$ cat src/rtl/mux_arbiter_pkg.sv
// mux_arbiter_pkg: shared constants and types for the result-mux arbiter.
//   N_REQ   - number of requesters sharing the 16-bit result mux
//   SEL_W   - width of the binary mux select
//   state_t - arbiter FSM states
//   onehot  - binary index to one-hot grant vector
package mux_arbiter_pkg;

   localparam int N_REQ = 8;
   localparam int SEL_W = 3;

   typedef enum logic [1:0] {
      StIdle = 2'b00,
      StOwn  = 2'b01,
      StTurn = 2'b10
   } state_t;

   function automatic logic [N_REQ-1:0] onehot(input logic [SEL_W-1:0] idx);
      logic [N_REQ-1:0] v;
      v      = '0;
      v[idx] = 1'b1;
      return v;
   endfunction

endpackage

$ cat src/rtl/mux_arbiter_if.sv
// mux_arbiter_if: requester-side bundle of the result-mux arbiter.
//   req     - per-requester request
//   done    - per-requester release strobe
//   grant   - one-hot grant (all zero when unowned)
//   sel     - binary mux control, index of current or last owner
//   busy    - grant is nonzero
//   timeout - one-cycle pulse when a grant is revoked on hold expiry
// master: the requesters; slave: the arbiter.
interface mux_arbiter_if;
   import mux_arbiter_pkg::*;

   logic [N_REQ-1:0] req;
   logic [N_REQ-1:0] done;
   logic [N_REQ-1:0] grant;
   logic [SEL_W-1:0] sel;
   logic             busy;
   logic             timeout;

   modport master (
      output req, done,
      input  grant, sel, busy, timeout
   );

   modport slave (
      input  req, done,
      output grant, sel, busy, timeout
   );

endinterface

$ cat src/rtl/mux_arbiter_rr_picker.sv
// rr_picker: combinational round-robin pick.
//   req - request vector
//   ptr - index where the upward scan starts (wraps modulo N_REQ)
//   hit - at least one request is set
//   idx - first set request at or above ptr, modulo N_REQ
module rr_picker
   import mux_arbiter_pkg::*;
(
   input  logic [N_REQ-1:0] req,
   input  logic [SEL_W-1:0] ptr,
   output logic             hit,
   output logic [SEL_W-1:0] idx
);

   logic [SEL_W-1:0] cand;

   // Scan from the far end back toward ptr so the nearest request wins.
   always_comb begin
      hit  = 1'b0;
      idx  = '0;
      cand = '0;
      for (int k = N_REQ - 1; k >= 0; k--) begin
         cand = ptr + SEL_W'(k);
         if (req[cand]) begin
            hit = 1'b1;
            idx = cand;
         end
      end
   end

endmodule

$ cat src/rtl/mux_arbiter.sv
// mux_arbiter: round-robin owner arbiter for the shared 8:1 16-bit result mux.
//   clk   - sole clock, rising edge
//   reset - synchronous, active high, overrides everything
//   bus   - mux_arbiter_if.slave (req/done in, grant/sel/busy/timeout out)
// Parameter MAX_HOLD (2..255) caps how many consecutive cycles one owner may hold the grant.
// Each grant is followed by one turnaround cycle and one idle cycle before the next.
module mux_arbiter
   import mux_arbiter_pkg::*;
#(
   parameter int unsigned MAX_HOLD = 16
) (
   input logic          clk,
   input logic          reset,
   mux_arbiter_if.slave bus
);

   localparam logic [7:0] HoldMax = 8'(MAX_HOLD);

   state_t           state_q, state_d;
   logic [SEL_W-1:0] ptr_q, ptr_d;
   logic [7:0]       hold_q, hold_d;
   logic [N_REQ-1:0] grant_q, grant_d;
   logic [SEL_W-1:0] sel_q, sel_d;
   logic             busy_q, busy_d;
   logic             timeout_q, timeout_d;

   logic             hit;
   logic [SEL_W-1:0] idx;
   logic             owner_done, owner_req, at_max;

   rr_picker u_picker (
      .req (bus.req),
      .ptr (ptr_q),
      .hit (hit),
      .idx (idx)
   );

   // Only the current owner's strobes matter; others are ignored while owned.
   assign owner_done = bus.done[sel_q];
   assign owner_req  = bus.req[sel_q];
   assign at_max     = (hold_q == HoldMax);

   always_comb begin
      state_d   = state_q;
      ptr_d     = ptr_q;
      hold_d    = hold_q;
      grant_d   = grant_q;
      sel_d     = sel_q;
      busy_d    = busy_q;
      timeout_d = 1'b0;
      unique case (state_q)
         StIdle: begin
            if (hit) begin
               grant_d = onehot(idx);
               sel_d   = idx;
               busy_d  = 1'b1;
               hold_d  = 8'd1;
               state_d = StOwn;
            end
         end
         StOwn: begin
            if (owner_done || !owner_req || at_max) begin
               grant_d   = '0;
               busy_d    = 1'b0;
               ptr_d     = sel_q + 1'b1;
               hold_d    = '0;
               state_d   = StTurn;
               // A voluntary release on the last allowed cycle is not a timeout.
               timeout_d = at_max && !owner_done && owner_req;
            end else begin
               hold_d = hold_q + 8'd1;
            end
         end
         StTurn: begin
            // Bus turnaround; requests are deliberately not sampled here.
            state_d = StIdle;
         end
         default: begin
            state_d = StIdle;
         end
      endcase
   end

   always_ff @(posedge clk) begin
      if (reset) begin
         state_q   <= StIdle;
         ptr_q     <= '0;
         hold_q    <= '0;
         grant_q   <= '0;
         sel_q     <= '0;
         busy_q    <= 1'b0;
         timeout_q <= 1'b0;
      end else begin
         state_q   <= state_d;
         ptr_q     <= ptr_d;
         hold_q    <= hold_d;
         grant_q   <= grant_d;
         sel_q     <= sel_d;
         busy_q    <= busy_d;
         timeout_q <= timeout_d;
      end
   end

   assign bus.grant   = grant_q;
   assign bus.sel     = sel_q;
   assign bus.busy    = busy_q;
   assign bus.timeout = timeout_q;

endmodule

$ cat src/flat_wrapper.sv
// flat-port wrapper written by rule: the top's interface ports become plain ports
module mux_arbiter_flat import mux_arbiter_pkg::*;
#(
   parameter int unsigned MAX_HOLD = 16
)
  (clk, reset, bus_req, bus_done, bus_grant, bus_sel, bus_busy, bus_timeout);
  mux_arbiter_if bus_i ();
  input logic clk;
  input logic reset;
  input wire logic [$bits(bus_i.req)-1:0] bus_req;
  input wire logic [$bits(bus_i.done)-1:0] bus_done;
  output wire logic [$bits(bus_i.grant)-1:0] bus_grant;
  output wire logic [$bits(bus_i.sel)-1:0] bus_sel;
  output wire logic [$bits(bus_i.busy)-1:0] bus_busy;
  output wire logic [$bits(bus_i.timeout)-1:0] bus_timeout;
  assign bus_i.req = bus_req;
  assign bus_i.done = bus_done;
  assign bus_grant = bus_i.grant;
  assign bus_sel = bus_i.sel;
  assign bus_busy = bus_i.busy;
  assign bus_timeout = bus_i.timeout;
  mux_arbiter #(.MAX_HOLD(MAX_HOLD)) u_core (.clk(clk), .reset(reset), .bus(bus_i));
endmodule
$ cat config.mk
export PLATFORM = sky130hd
export DESIGN_NAME = mux_arbiter_flat
export DESIGN_NICKNAME = d
export VERILOG_FILES = /design/src/rtl/mux_arbiter_pkg.sv /design/src/rtl/mux_arbiter_if.sv /design/src/rtl/mux_arbiter_rr_picker.sv /design/src/rtl/mux_arbiter.sv /design/src/flat_wrapper.sv
export SDC_FILE = /design/constraint.sdc
export NUM_CORES = 1
export LEC_CHECK = 0
export ABC_AREA = 1
export ABC_CLOCK_PERIOD_IN_PS = 2600
export CAP_MARGIN = 15
export CORE_MARGIN = 1
export CORE_UTILIZATION = 40
export CTS_CLUSTER_DIAMETER = 40
export DETAILED_ROUTE_END_ITERATION = 7
export PLACE_DENSITY = 0.67
export SLEW_MARGIN = 25
export SYNTH_ARGS = -nofsm -noshare
export SYNTH_HDL_FRONTEND = slang
export SYNTH_HIERARCHICAL = 1
export SYNTH_SLANG_ARGS = --single-unit
$ cat constraint.sdc
create_clock -name clk -period 2.6 [get_ports clk]
set_clock_uncertainty 0.1 [all_clocks]
set_input_delay 0.78 -clock clk [delete_from_list [all_inputs] [get_ports clk]]
set_output_delay 0.78 -clock clk [all_outputs]
set_load 0.02 [all_outputs]
==> results of run 1 <==
==> power breakdown <==
part           internal (W)  total, W  switching [W]
Clock              0.000206  0.000339       0.000133
Combinational       0.00145   0.00335        0.00190
Sequential         0.000514  0.000614      0.0000992
Total               0.00217   0.00430        0.00213
==> cells in the mapped netlist (all sizes together) <==
master   n  area share
a21oi   21       0.064
a31oi    1      0.0030
and2     1      0.0042
buf      8       0.035
dfxtp   26        0.25
ha       5       0.030
inv     40       0.080
nand2   92        0.20
nand3   62        0.18
nand3b   1      0.0036
nand4    3      0.0089
nor2    43       0.087
nor3     1      0.0024
nor4     1      0.0030
o21ai   10       0.026
xnor2    1       0.013
xor2     4       0.017
==> flip-flops by register name, summed over array words and instances, names as in the netlist <==
register,count
u_core/bus.busy,1
u_core/state_q,2
u_core/ptr_q,3
u_core/hold_q,8
u_core/bus.grant,8
u_core/bus.sel,3
u_core/bus.timeout,1
==> what timing repair did <==
item / 4_1_cts / 5_1_grt
buffers inserted: 0 / 11
gates resized for setup: 21 / 45
setup endpoints to repair: 17 / 13
pin swaps: 8 / 16
==> kinds of logic (layout without fill, tap and decap cells) <==
| logic type | after synthesis | in the layout | share of synthesized area |
|---|---|---|---|
| adder cells (fa/ha/maj) | 5 | 5 | 0.02967 |
| AND/OR/NAND/NOR | 204 | 204 | 0.4866 |
| AO/OA/AOI/OAI | 32 | 32 | 0.09258 |
| buffers and inverters | 48 | 122 | 0.1145 |
| XOR/XNOR | 5 | 5 | 0.02967 |
| flip-flops | 26 | 26 | 0.2469 |
==> worst min path at each step <==
stage | from | endpoint | slack [ns]
after global placement | u_core/bus.grant[1] | u_core/bus.grant[1] | 0.35
final | u_core/bus.busy | u_core/bus.busy | 0.37
after CTS | u_core/bus.busy | u_core/bus.busy | 0.37
after detailed placement | u_core/bus.busy | u_core/bus.busy | 0.36
after floorplan | u_core/hold_q[6] | u_core/hold_q[6] | 0.37
after global routing | u_core/bus.grant[0] | u_core/bus.grant[0] | 0.42
==> metrics by stage <==
step	cell area (um2)	total power [W]
2_1_floorplan	2108	0.002486
3_3_place_gp	2713	0.003390
3_5_place_dp	2713	0.003406
4_1_cts	2825	0.003845
5_1_grt	3014	0.004663
6_report	3014	0.004301
==> final cells by class <==
class | instances | area share
Clock buffer | 3 | 0.01370
Clock inverter | 1 | 0.009963
Inverter | 40 | 0.05562
Multi-Input combinational cell | 246 | 0.4973
Sequential cell | 26 | 0.1743
Tap cell | 70 | 0.02906
Timing Repair Buffer | 78 | 0.2200
==> layer usage <==
| metal | up-vias | global-route usage | share of wire |
|---|---|---|---|
| li1 | 1178 | - | - |
| met1 | 1073 | 0.2694 | 0.45 |
| met2 | 40 | 0.3804 | 0.51 |
| met3 | 7 | 0.03388 | 0.026 |
| met4 | 0 | 0.04612 | 0.0089 |
| met5 | - | 0 | 0 |
==> critical path, stage by stage <==
cell           delay, ns
dlygate4sd2_1       0.27
nand2_2             0.10
nand3_2             0.10
nand3_2             0.11
nand2_2             0.09
nor2_1              0.09
nand2_1             0.09
nand3_2             0.08
nand2_1             0.05
nand2_1             0.08
nand2_1             0.08
a21oi_2             0.20
buf_4               0.14
nand2_1             0.04
inv_1               0.06
nand3_1             0.08
nand3_1             0.09
nand2_1             0.05
nor2_1              0.09
==> out/summary.txt, run 1 <==
Commonest non-fill, non-tap cells in the layout - 59 x nand2_1, 45 x buf_4, 35 x nand3_1
Fin. max-slew vios - 0
P per Cell Area - 1427 nW/um2
Fin crit period - 2.555 ns
Reg2reg end - u_core/bus.grant[6]
Setup TNS - 0 ns
Worst setup margin - 0.04452 ns
FF+latch area - 525.5 um2
Diode count - 0
Worst rel slew slack - 0.6750
CTS tree - yes
Commonest non-fill, non-tap cell in the layout - nand2_1
Initial antenna violation count - 0
Register-to-register setup slack - 0.08 ns
Slew @ Worst Pin - 0.4857 ns
Reg-to-reg startpoint - u_core/ptr_q[0]
Row Count - 26
# nets final - 418
Fill cells - 456
All-Layer GR Usage - 0.2132
CTS Buffer Depth - 2
Register area share after synthesis - 0.2469
Vias in the first global route - 2,077
Top-level I/O count - 31
Worst Path Arrival - 2.67 ns
Post-Syn Instances - 320
Peak Freq - 0.3913 GHz
WHS - 0.3688 ns
Max-cap violations - 0
Gr ovfl total - 0
Place WS - -0.4154 ns
Final GP Congestion - 0.9505
CTS Hold Buffers Added - 0
H-tree depth - 1
#FFs+latches synth - 26
CTS buffer count - 3
Critical Path End Type - register
1st-pass router iterations - 4
Critical path launch point - bus_req[7]
Setup-failing EPs final - 0
Fin cells - 464
Worst skew pair latency - 0.28 ns
Share of cells above drive strength 1 - 0.4010
Worst-path clk slew - 0.10 ns
Detailed placer's ending HPWL - 4.208 mm
Routed vias - 2,298
Mapped Area - 2108 um2
Status - completed
Crit path max fanout - 3
CP endpoint - u_core/bus.grant[6]
P_leak - 1.384 nW
Total core area - 5107 um2
Antenna-violating nets left - 0
Post-Route WL - 5.946 mm
Placed cell count - 449
Area of the multi-input gates - 1499 um2
Global-route wire length before repair - 9.190 mm
Util after Layout - 0.5902
Die area - 5565 um2
Syn Area/Cell - 6.588 um2
Layout Area Growth over Synthesis - 42.97%
Vias per std cell - 4.953
Initial Util - 0.4128
Die Y - 74.60 um
Synth cell types - 30
Horiz. Die Dim - 74.60 um
Crit Path Category - primary input to register
Clock Sinks - 26
Worst Path Required - 2.71 ns
RSZ-0062 raised after global routing - true
Worst R2R Path Depth - 21
Synth Warn # - 6
DRC violations left - 0
Fin. Hold Viols - 0
Critical Path Source Type - primary input
Tcrit/Tclk final - 0.9829
Root buffer cell - clkbuf_8
WL/cell - 12.81 um
Syn_nets - 343
Number of DRC markers in iteration 0 - 187
Hold Path Depth - 2
Class of the tightest hold or removal check - register to register
Peak VDD IR - 0.0006030 V
Largest net degree at the start of global routing - 18
I/O Buffers - 30
Power figures use the tool's default switching activity.
==> run 2: changes to the inputs <==
Settings changed: GPL_ROUTABILITY_DRIVEN from default to 0.
==> results of run 2 <==
The final DEF is identical to that of run 1; final timing and power are the same.
